<file path="config.mk">
export PLATFORM = sky130hd
export DESIGN_NAME = click_pipeline_2phase_sync
export DESIGN_NICKNAME = d
export VERILOG_FILES = /design/src/rtl/click_pipeline_2phase_sync.sv
export SDC_FILE = /design/constraint.sdc
export NUM_CORES = 1
export LEC_CHECK = 0
export BUFFER_PORTS_ARGS = -buffer_cell sky130_fd_sc_hd__buf_2
export CAP_MARGIN = 30
export CORE_UTILIZATION = 40
export DETAILED_ROUTE_END_ITERATION = 8
export GPL_ROUTABILITY_DRIVEN = 0
export SLEW_MARGIN = 5
export SYNTH_ARGS = -nofsm -noshare
export SYNTH_HDL_FRONTEND = slang
export SYNTH_SLANG_ARGS = --single-unit
</file>
<file path="constraint.sdc">
create_clock -name clk -period 1.92 [get_ports clk]
set_input_delay 0.288 -clock clk [delete_from_list [all_inputs] [get_ports clk]]
set_output_delay 0.288 -clock clk [all_outputs]
set_load 0.02 [all_outputs]
</file>
<file path="src/rtl/click_pipeline_2phase_sync.sv">
// Clocked chain of DEPTH two-phase bundled-data click stages acting as a small FIFO.
// A stage fires when its upstream phase differs from its own and it is currently empty.
module click_pipeline_2phase_sync #(
  parameter int WIDTH = 8,
  parameter int DEPTH = 3,
  parameter int CNT_W = $clog2(DEPTH + 1)
) (
  input  logic             clk,
  input  logic             reset,
  input  logic             in_req,
  output logic             in_ack,
  input  logic [WIDTH-1:0] in_data,
  output logic             out_req,
  input  logic             out_ack,
  output logic [WIDTH-1:0] out_data,
  output logic [CNT_W-1:0] count,
  output logic             empty,
  output logic             full
);

  logic [DEPTH-1:0] p;
  logic [DEPTH-1:0] u;
  logic [DEPTH-1:0] n;
  logic [DEPTH-1:0] stage_full;
  logic [DEPTH-1:0] fire;
  logic [DEPTH:0]   up_ext;
  logic [DEPTH:0]   dn_ext;
  logic [WIDTH-1:0] d     [DEPTH];
  logic [WIDTH-1:0] d_src [DEPTH];
  logic [CNT_W-1:0] count_c;

  // Extended phase vectors let DEPTH=1 fall out without special cases.
  assign up_ext     = {p, in_req};
  assign dn_ext     = {out_ack, p};
  assign u          = up_ext[DEPTH-1:0];
  assign n          = dn_ext[DEPTH:1];
  assign stage_full = p ^ n;
  assign fire       = (u ^ p) & ~stage_full;

  always_comb begin
    d_src[0] = in_data;
    for (int k = 1; k < DEPTH; k++) begin
      d_src[k] = d[k-1];
    end
  end

  always_ff @(posedge clk) begin
    if (reset) begin
      p <= '0;
      for (int k = 0; k < DEPTH; k++) begin
        d[k] <= '0;
      end
    end else begin
      for (int k = 0; k < DEPTH; k++) begin
        if (fire[k]) begin
          p[k] <= ~p[k];
          d[k] <= d_src[k];
        end
      end
    end
  end

  always_comb begin
    count_c = '0;
    for (int k = 0; k < DEPTH; k++) begin
      count_c = count_c + CNT_W'(stage_full[k]);
    end
  end

  assign in_ack   = p[0];
  assign out_req  = p[DEPTH-1];
  assign out_data = d[DEPTH-1];
  assign count    = count_c;
  assign empty    = (count_c == '0);
  assign full     = (count_c == CNT_W'(DEPTH));

endmodule

</file>
==> results.json <==
{
  "final_common_cell": "inv_1",
  "p_total_mw": 1.51,
  "power_frac_comb": 0.289,
  "clockRootBuffer": "clkbuf_8",
  "hpwl_um": 1410,
  "path_clk_slew_ps": 80,
  "cts_tree": "built",
  "final_cell_mix": "inv_1 (25), edfxtp_1 (24), buf_2 (24), a31oi_2 (20), buf_4 (7)",
  "hold_viol_final": 0,
  "hold_depth": 2,
  "die_area_um2": 4060,
  "p_sw_mw": 0.441,
  "violations": "setup timing",
  "yosys-top-cells-area": "edfxtp_1 (47%), a31oi_2 (16%), inv_1 (6.2%)",
  "synth.yosys.seq_area_share": 0.512,
  "ys_seq_elements": 27,
  "status": "finished with violations",
  "cap_violations": 0,
  "core_area_um2": 3660,
  "grt_max_degree": 25,
  "max_slew.worst_pin.slew_ps": 351,
  "fp.dieH_um": 63.7,
  "overflow": 0,
  "antenna_found_initial": 0,
  "pwr-share-seq": 0.511,
  "nets": 156,
  "clk-insertion-delay-late_ps": 260,
  "drv_slew": 0,
  "via_count": 880,
  "max_freq_mhz": 516,
  "fillCellCount": 327,
  "rsz0062_at_grt": "yes",
  "syn_nets": 135,
  "diodes": 0,
  "syn_inst": 122,
  "tns_ps": -19.4,
  "worstPathMaxFanout": 3,
  "sw_frac_of_total": 0.293,
  "cts.sinks": 27,
  "syn_area_um2": 1520,
  "hold_buffers": 0,
  "area_delta_synth_final_pct": 14.3,
  "hold_path.class": "in2reg",
  "ioPinCount": 26,
  "wl_per_cell_um": 10.5,
  "grt_pass1_vias": 840,
  "min_period_over_period": 1.01,
  "reg2regPathDepth": 6,
  "end_kind": "output port",
  "seq_area_um2": 792,
  "clkPwrFrac": 0.200,
  "utilization": 0.476,
  "setup_ws_ps": -19.4,
  "yosys.area.top_type_share": 0.473,
  "rows": 22,
  "synth.avg_cell_area_um2": 12.5,
  "drc_errors": 0,
  "clockBufferDepth": 2,
  "initial_core_util": 0.416,
  "die_w_um": 63.7,
  "required_ps": 1630,
  "p_leak_nw": 0.693,
  "critical_path_class": "reg2out",
  "worstPathArrival_ps": 1650,
  "maxSlewHeadroom": 0.766,
  "yosys.area.top_type": "edfxtp_1",
  "track_usage": 0.110,
  "numCtsBuffers": 3,
  "yosysWarnings": 0,
  "multiInputGateArea_um2": 547,
  "drt-initial-drc-count": 19,
  "setup_viol": 1,
  "grt_pass1_wl_um": 3400,
  "peakVddDrop_uv": 357,
  "ant_nets": 0,
  "powerDensity_nw_per_um2": 866,
  "drtPass1Iterations": 4,
  "ys_types": 25,
  "portBuffers": 25,
  "finalClockSkew_ps": 3.17,
  "vias_per_cell": 4.63,
  "drive_above_1_share": 0.486,
  "critPathLaunchType": "register",
  "p_int_mw": 1.07,
  "period_minus_slack_ps": 1940,
  "h-tree-depth": 1,
  "wirelength_um": 2000
}
-- synthesized netlist by cell type, drive strengths merged --
cell type / number
and2b: 2
nand2: 2
buf: 17
edfxtp: 24
nor2b: 4
fa: 1
a21oi: 3
a21o: 1
inv: 25
o21bai: 3
a211o: 1
dfxtp: 3
nor2: 2
nand2b: 2
and2: 1
o21ai: 2
nand3b: 1
xor2: 3
mux2i: 1
a31oi: 24
-- kinds of logic (layout without fill, tap and decap cells) --
family / after synthesis / in the layout / share of synthesized area
multiplexers: 1 / 1 / 0.00657
AO/OA/AOI/OAI: 34 / 34 / 0.237
adder cells (fa/ha/maj): 1 / 1 / 0.0131
flip-flops: 27 / 27 / 0.512
buffers and inverters: 42 / 62 / 0.154
AND/OR/NAND/NOR: 14 / 14 / 0.0591
XOR/XNOR: 3 / 3 / 0.0172
-- power groups by stage --
stage                     Clock [mW]  Sequential (mW)  Combinational (mW)
after floorplan                    0            0.778               0.344
after global placement             0            0.778               0.400
after detailed placement           0            0.781               0.408
after CTS                      0.309            0.774               0.435
after global routing           0.330            0.783               0.473
final                          0.302            0.771               0.436
-- path summary, 6_finish.rpt --
path                      from                      to  slack [ps]
max          p[2]$_SDFFE_PP0P_                    full         -20
max reg2reg  p[2]$_SDFFE_PP0P_  d[0][23]$_SDFFCE_PN0P_         290
min                      reset       p[2]$_SDFFE_PP0P_         280
min reg2reg  p[0]$_SDFFE_PP0P_       p[0]$_SDFFE_PP0P_         540
-- sequential cells by signal, indices dropped and copies added (netlist names) --
register and flops:
d 24, p 3
-- timing repair --
| item | in CTS | in global routing |
|---|---|---|
| cloned | 0 | 0 |
| pin swaps | 2 | 0 |
| endpoints found under the setup margin | 3 | 2 |
| resized for setup | 12 | 0 |
| setup buffers | 1 | 1 |
-- through the flow --
step	std cells	hold WS [ps]	setup WS, ps	area (um2)
after detailed placement	184	530	123	1630
after floorplan	122	430	-49.4	1530
final	190	284	-19.4	1740
after global placement	184	501	191	1630
after CTS	189	270	-27.4	1730
after global routing	190	295	-61.1	1740
-- cell type report --
| cell class | count | share of cell area |
|---|---|---|
| Sequential cell | 27 | 0.455 |
| Multi-Input combinational cell | 53 | 0.314 |
| Timing Repair Buffer | 33 | 0.117 |
| Inverter | 25 | 0.0539 |
| Tap cell | 48 | 0.0345 |
| Clock buffer | 4 | 0.0259 |
-- worst max-delay path, stage by stage (launching register included) --
cell and delay [ps]:
dfxtp_4 370, xor2_2 190, fa_2 590, and2_4 140, buf_6 100
-- per-layer routing --
layer	track usage	vias to the layer above	wire length [um]
met5	0	-	0
li1	-	450	-
met4	0.0682	0	42
met2	0.207	17	1030
met3	0.0181	4	66
met1	0.109	409	863
Power figures use the tool's default switching activity.
